## src/rtl/patch_mac_endpoint.sv

```systemverilog
`default_nettype none
// ============================================================================
// Module   : patch_mac_endpoint
// Purpose  : Xillybus 32-bit stream endpoint. Loads a kernel, takes the dot
//            product of each patch with it in a 3-stage MAC pipeline and
//            queues one Q-format result per patch on the read stream.
// Options  : PATCH_MAC_SATURATE_EN - saturate (rather than wrap) the result
//            when it is narrowed to 32 bits.
// Revision : 1.0 - initial release
// ============================================================================
module patch_mac_endpoint #(
    parameter int KLEN      = 9,
    parameter int FRAC_BITS = 16,
    parameter int OUT_DEPTH = 16
) (
    input  logic        bus_clk,
    input  logic        bus_rst_n,
    input  logic [31:0] user_w_write_kernel_32_data,
    input  logic        user_w_write_kernel_32_wren,
    output logic        user_w_write_kernel_32_full,
    input  logic        user_w_write_kernel_32_open,
    input  logic [31:0] user_w_write_patch_32_data,
    input  logic        user_w_write_patch_32_wren,
    output logic        user_w_write_patch_32_full,
    input  logic        user_w_write_patch_32_open,
    input  logic        user_r_read_32_rden,
    output logic [31:0] user_r_read_32_data,
    output logic        user_r_read_32_empty,
    output logic        user_r_read_32_eof,
    input  logic        user_r_read_32_open
);

    localparam int              c_kw    = $clog2(KLEN);
    localparam int              c_aw    = $clog2(OUT_DEPTH);
    localparam logic [c_kw-1:0] c_klast = c_kw'(KLEN - 1);
    localparam logic [c_aw:0]   c_depth = (c_aw + 1)'(OUT_DEPTH);

    logic [31:0]        r_kram [KLEN];
    logic [c_kw-1:0]    r_kidx;
    logic [c_kw-1:0]    r_pidx;
    logic               r_kloaded;

    logic               r_s1_v, r_s1_first, r_s1_last;
    logic [31:0]        r_s1_p, r_s1_k;
    logic               r_s2_v, r_s2_first, r_s2_last;
    logic signed [63:0] r_s2_prod;
    logic               r_s3_v, r_s3_last;
    logic signed [71:0] r_acc;

    logic [31:0]        r_fifo [OUT_DEPTH];
    logic [c_aw-1:0]    r_wr_ptr, r_rd_ptr;
    logic [c_aw:0]      r_count;
    logic [c_aw:0]      r_reserved;
    logic [31:0]        r_rd_data;
    logic               r_eof;
    logic               r_patch_open_d;
    logic               r_read_open_d;

    logic               w_pipe_busy;
    logic               w_kernel_full;
    logic               w_patch_full;
    logic               w_abort;
    logic               w_flush;
    logic               w_open_rise;
    logic               w_k_acc;
    logic               w_p_acc;
    logic               w_p_last;
    logic               w_push;
    logic               w_pop;
    logic               w_empty;
    logic               w_keep_s1;
    logic               w_keep_s2;
    logic               w_eof_cond;
    logic signed [63:0] w_pa, w_pb, w_prod;
    logic signed [71:0] w_prod_ext;
    logic [31:0]        w_result;
    logic [c_aw:0]      w_res_inc, w_res_dec;

    assign w_pipe_busy   = r_s1_v | r_s2_v | r_s3_v;
    assign w_kernel_full = (r_pidx != '0) || w_pipe_busy;
    assign w_patch_full  = !r_kloaded || (r_reserved == c_depth);
    assign w_abort       = r_patch_open_d && !user_w_write_patch_32_open;
    assign w_open_rise   = !r_patch_open_d && user_w_write_patch_32_open;
    assign w_flush       = r_read_open_d && !user_r_read_32_open;

    assign w_k_acc  = user_w_write_kernel_32_wren && user_w_write_kernel_32_open && !w_kernel_full;
    assign w_p_acc  = user_w_write_patch_32_wren && !w_patch_full && !w_abort;
    assign w_p_last = (r_pidx == c_klast);

    assign w_push  = r_s3_v && r_s3_last;
    assign w_empty = (r_count == '0) || r_eof;
    assign w_pop   = user_r_read_32_rden && !w_empty && !w_flush;

    // On abort, only words younger than the newest in-flight 'last' belong to
    // the partial patch; older words complete an already-reserved result.
    assign w_keep_s1 = !w_abort || r_s1_last;
    assign w_keep_s2 = !w_abort || r_s2_last || (r_s1_v && r_s1_last);

    assign w_eof_cond = !user_w_write_patch_32_open && (r_pidx == '0) &&
                        !w_pipe_busy && (r_count == '0);

    assign w_pa       = {{32{r_s1_p[31]}}, r_s1_p};
    assign w_pb       = {{32{r_s1_k[31]}}, r_s1_k};
    assign w_prod     = w_pa * w_pb;
    assign w_prod_ext = {{8{r_s2_prod[63]}}, r_s2_prod};

`ifdef PATCH_MAC_SATURATE_EN
    logic signed [71:0] w_shift;
    logic               w_ovf;
    assign w_shift  = r_acc >>> FRAC_BITS;
    assign w_ovf    = !((&w_shift[71:31]) || !(|w_shift[71:31]));
    assign w_result = w_ovf ? (w_shift[71] ? 32'h8000_0000 : 32'h7FFF_FFFF)
                            : w_shift[31:0];
`else
    assign w_result = 32'(r_acc >>> FRAC_BITS);
`endif

    assign w_res_inc = (c_aw + 1)'(w_p_acc && w_p_last);
    assign w_res_dec = w_flush ? r_count : (c_aw + 1)'(w_pop);

    // Storage arrays carry no reset; their contents are qualified by indices.
    always_ff @(posedge bus_clk) begin
        if (w_k_acc) begin
            r_kram[r_kidx] <= user_w_write_kernel_32_data;
        end
        if (w_push) begin
            r_fifo[r_wr_ptr] <= w_result;
        end
    end

    always_ff @(posedge bus_clk or negedge bus_rst_n) begin
        if (!bus_rst_n) begin
            r_kidx         <= '0;
            r_kloaded      <= 1'b0;
            r_pidx         <= '0;
            r_patch_open_d <= 1'b0;
            r_read_open_d  <= 1'b0;
        end else begin
            r_patch_open_d <= user_w_write_patch_32_open;
            r_read_open_d  <= user_r_read_32_open;
            if (w_k_acc) begin
                if (r_kidx == c_klast) begin
                    r_kidx    <= '0;
                    r_kloaded <= 1'b1;
                end else begin
                    r_kidx <= r_kidx + 1'b1;
                end
            end
            if (w_abort) begin
                r_pidx <= '0;
            end else if (w_p_acc) begin
                r_pidx <= w_p_last ? '0 : r_pidx + 1'b1;
            end
        end
    end

    always_ff @(posedge bus_clk or negedge bus_rst_n) begin
        if (!bus_rst_n) begin
            r_s1_v     <= 1'b0;
            r_s1_first <= 1'b0;
            r_s1_last  <= 1'b0;
            r_s1_p     <= '0;
            r_s1_k     <= '0;
            r_s2_v     <= 1'b0;
            r_s2_first <= 1'b0;
            r_s2_last  <= 1'b0;
            r_s2_prod  <= '0;
            r_s3_v     <= 1'b0;
            r_s3_last  <= 1'b0;
            r_acc      <= '0;
        end else begin
            r_s1_v <= w_p_acc;
            if (w_p_acc) begin
                r_s1_p     <= user_w_write_patch_32_data;
                r_s1_k     <= r_kram[r_pidx];
                r_s1_first <= (r_pidx == '0);
                r_s1_last  <= w_p_last;
            end

            r_s2_v <= r_s1_v && w_keep_s1;
            if (r_s1_v) begin
                r_s2_prod  <= w_prod;
                r_s2_first <= r_s1_first;
                r_s2_last  <= r_s1_last;
            end

            r_s3_v <= r_s2_v && w_keep_s2;
            if (r_s2_v && w_keep_s2) begin
                r_acc     <= r_s2_first ? w_prod_ext : r_acc + w_prod_ext;
                r_s3_last <= r_s2_last;
            end
        end
    end

    always_ff @(posedge bus_clk or negedge bus_rst_n) begin
        if (!bus_rst_n) begin
            r_wr_ptr   <= '0;
            r_rd_ptr   <= '0;
            r_count    <= '0;
            r_reserved <= '0;
            r_rd_data  <= '0;
            r_eof      <= 1'b0;
        end else begin
            if (w_push) begin
                r_wr_ptr <= r_wr_ptr + 1'b1;
            end
            // A flush drops everything queued; a same-cycle push survives it.
            if (w_flush) begin
                r_rd_ptr <= r_wr_ptr;
                r_count  <= (c_aw + 1)'(w_push);
            end else begin
                if (w_pop) begin
                    r_rd_ptr <= r_rd_ptr + 1'b1;
                end
                r_count <= r_count + (c_aw + 1)'(w_push) - (c_aw + 1)'(w_pop);
            end
            if (w_pop) begin
                r_rd_data <= r_fifo[r_rd_ptr];
            end
            r_reserved <= r_reserved + w_res_inc - w_res_dec;

            if (w_open_rise) begin
                r_eof <= 1'b0;
            end else if (w_eof_cond) begin
                r_eof <= 1'b1;
            end
        end
    end

    assign user_w_write_kernel_32_full = w_kernel_full;
    assign user_w_write_patch_32_full  = w_patch_full;
    assign user_r_read_32_data         = r_rd_data;
    assign user_r_read_32_empty        = w_empty;
    assign user_r_read_32_eof          = r_eof;

endmodule
`default_nettype wire

```

## config.mk

```make
export PLATFORM = sky130hd
export DESIGN_NAME = patch_mac_endpoint
export DESIGN_NICKNAME = d
export VERILOG_FILES = /design/src/rtl/patch_mac_endpoint.sv
export SDC_FILE = /design/constraint.sdc
export NUM_CORES = 2
export LEC_CHECK = 0
export CAP_MARGIN = 30
export CORE_MARGIN = 2
export CORE_UTILIZATION = 25
export DETAILED_ROUTE_END_ITERATION = 10
export GPL_TIMING_DRIVEN = 0
export PLACE_DENSITY_LB_ADDON = 0.05
export SYNTH_ARGS = -nofsm -noshare
export SYNTH_HDL_FRONTEND = slang
export SYNTH_SLANG_ARGS = --single-unit
```

## constraint.sdc

```tcl
create_clock -name bus_clk -period 21.6 [get_ports bus_clk]
set_clock_uncertainty 0.15 [all_clocks]
set_input_delay 4.32 -clock bus_clk [delete_from_list [all_inputs] [get_ports bus_clk]]
set_output_delay 4.32 -clock bus_clk [all_outputs]
set_load 0.05 [all_outputs]
```

==> results.ini <==
[logic_synthesis]
netlist_instances=5953
syn_area_per_cell_um2=12.0
synth.most_common_cell=nand2_1
async_flop_share=0.223
synth_commonest_cells=nand2_1, fa_1, inv_1, edfxtp_1, and2_1
synth_nets=7106
ys_ff_latch=1030
yosysUniqueCellTypes=75
synth_top_area_share=0.337
synth_edf_count=800
seq_area_frac_synth=0.417
ys.flop_type=edfxtp_1
synth_top_area_cell=edfxtp_1
netlist_area_mm2=0.0714
yosys_warnings=0
synth_area_leaders=edfxtp_1, fa_1, dfrtp_1

[route]
drt_pass1_iterations=5
vias=45025
drtIter0Drc=2521
wirelength_um=269000
drc_errors=0
ant_nets=0
vias_per_cell=4.42
wl_per_cell_um=26.5

[global_route]
grt_usage=0.187
met1_usage=0.242
grt-busiest-layer=met2
grt_pass1_vias=49516
grt_max_degree=88
grt_pass1_wl_um=387000
antenna_found_initial=27
gr-total-overflow=0
use_met3=0.0179
grt_util_met2=0.334

[placement]
dpl.hpwl_um=212000
gp_congestion=0.838
io_buffer_count=107

[sta]
finalSetupViolations=0
maxSlewHeadroom=0.296
fin_crit_ps=9450
fin_crit_sh=0.437
max_freq_mhz=106
tightest_slew_ps=1060
hold_viol=0
final.setup.tns_ps=0
slew_violations=0
rsz0062_at_grt=false

[cts]
cts_tree=built
cts_made_buffers=138
cts_resized=0
clk_pin_slew_ps=60
ctsRootBufferMaster=clkbuf_16
post-cts-setup-buffers=0
clock-sinks=1030
cts.path.max_buffers=4
clk_latency_ps=820
cts_hold_buffers=0
h-tree-depth=4

[worst_setup_path]
crit_fanout=10
worst-setup-path-type=reg2reg
worstPathArrival_ps=10000
cp_num_buf_inv=4
ff2ff_setup_slack_ps=12150
cp.required_ps=22150
crit_path_start_kind=flip-flop
end_kind=flip-flop
cpMaxStageDelayCell=clkbuf_1
cp_top_family=adder cells
r2r-start=r_s1_p[20]
cp_common_cell=fa_1
r2r-end=r_s2_prod[44]
slowest_delay_ps=750
r2r_cells=23
cp_cell_sequence=clkbuf_1 > clkbuf_1 > nand2_1 > fa_1 > fa_1 > fa_1 > fa_1 > inv_1 > fa_1 > fa_1 > fa_1 > fa_1 > ha_1 > clkbuf_1 > nand2_1 > nor2_1 > nand3_1 > a21oi_1 > o21ai_0 > a31oi_1 > a21oi_1 > xnor2_1 > mux2_2

[die]
initial_core_util=0.251
die_h_um=538
dieArea_mm2=0.290
die_w_um=538
core_mm2=0.284
num_rows=196
io_pins=108

[worst_hold_path]
hold_path.startpoint=r_kloaded
hold_path_end=r_kloaded
min_delay_path_depth=1
hp-class=reg2reg

[outcome]
status=finished, final reports clean

[final_layout]
areaGrowthSynthToFinish_pct=16.7
drive_gt1_frac=0.0782
nets=7456

[flow_run]
cap_violations=0

cells in the final DEF, fill, tap and decap left out, types with 9 or more instances in the layout:
cell | synthesis | layout
nand2_1 | 884 | 884
fa_1 | 842 | 842
inv_1 | 820 | 820
edfxtp_1 | 800 | 800
and2_1 | 439 | 423
clkbuf_1 | 298 | 339
ha_1 | 239 | 239
dfrtp_1 | 230 | 230
o21ai_0 | 189 | 189
a21oi_1 | 188 | 188
nor2_1 | 144 | 144
mux2i_1 | 141 | 141
clkbuf_16 | 0 | 141
mux4_2 | 128 | 128
clkdlybuf4s50_1 | 0 | 106
xnor2_1 | 96 | 96
a21o_1 | 82 | 82
buf_8 | 0 | 74
o221ai_1 | 65 | 65
mux2_2 | 35 | 35
xor2_1 | 34 | 34
buf_1 | 28 | 28
and3_1 | 35 | 27
nand3_1 | 20 | 20
nor3_1 | 21 | 20
nor2b_1 | 18 | 18
o21bai_1 | 18 | 18
clkinv_1 | 1 | 16
a31oi_1 | 16 | 16
nand4_1 | 16 | 16
clkbuf_8 | 0 | 16
nand2b_1 | 14 | 14
buf_12 | 0 | 14
clkinv_2 | 0 | 13
o21a_1 | 11 | 11
diode_2 | 0 | 10
and3_2 | 1 | 9
or3_1 | 9 | 9
through the flow:
stage / worst slack [ps] / hold slack [ps] / cells / cell area (µm²) / util
floorplan: 14140 / 289 / 5953 / 71400 / -
global placement: 2480 / 303 / 9822 / 77100 / 0.271
detailed placement: 12220 / 308 / 9925 / 78900 / 0.277
CTS: 11980 / 322 / 10171 / 83200 / 0.293
global route: 11930 / 343 / 10174 / 83200 / 0.293
finish: 12150 / 317 / 10181 / 83300 / 0.293
area by class of cell:
cell class | instances | area [µm²]
buffer | 328 | 1230
clock inverter | 47 | 462
timing repair buffer | 210 | 2740
multi-input combinational | 3774 | 37300
tap | 3762 | 4710
antenna | 10 | 25.0
sequential | 1030 | 29800
inverter | 821 | 3080
fill | 29504 | 201000
clock buffer | 199 | 3910
metal layers:
metal	wire length (µm)	part of all wire
met2	137000	0.51
met3	7390	0.027
met5	72	0.00027
met4	6860	0.025
met1	118000	0.44
how the worst max path moves through the flow:
stage                                startpoint                     endpoint  slack [ps]  cells past startpoint
floorplan           user_w_write_kernel_32_wren                 r_kram[8][0]       14140                      2
global placement                      bus_rst_n                   r_count[4]        2480                      1
detailed placement                   r_s1_p[20]                r_s2_prod[44]       12220                     23
CTS                                   r_pidx[1]  user_w_write_kernel_32_full       11980                      8
global route                          r_pidx[1]  user_w_write_kernel_32_full       11930                      8
finish                               r_s1_p[20]                r_s2_prod[44]       12150                     23
sequential cells by signal, indices dropped and copies added, names as in the netlist, 4 cells and up:
register	flops
r_acc	48
r_count	5
r_fifo	512
r_kidx	4
r_kram	288
r_pidx	4
r_rd_ptr	4
r_reserved	5
r_s1_k	32
r_s1_p	32
r_s2_prod	48
r_wr_ptr	4
user_r_read_32_data	32
cells by family (layout without fill, tap and decap cells):
kind of cell | count (synthesis) | in the layout | synth area share
buffers and inverters | 1149 | 1605 | 0.0605
and+or+nand+nor | 1624 | 1624 | 0.106
muxes | 304 | 304 | 0.0657
AOI/OAI and AO/OA | 635 | 635 | 0.0564
xor gates and xnor gates | 130 | 130 | 0.0160
adders and majority gates | 1081 | 1081 | 0.278
DFF | 1030 | 1030 | 0.417
other | 0 | 10 | 0
Power is not shown: default switching activity piles up to over one toggle a cycle in this logic, so the estimate is an artifact.
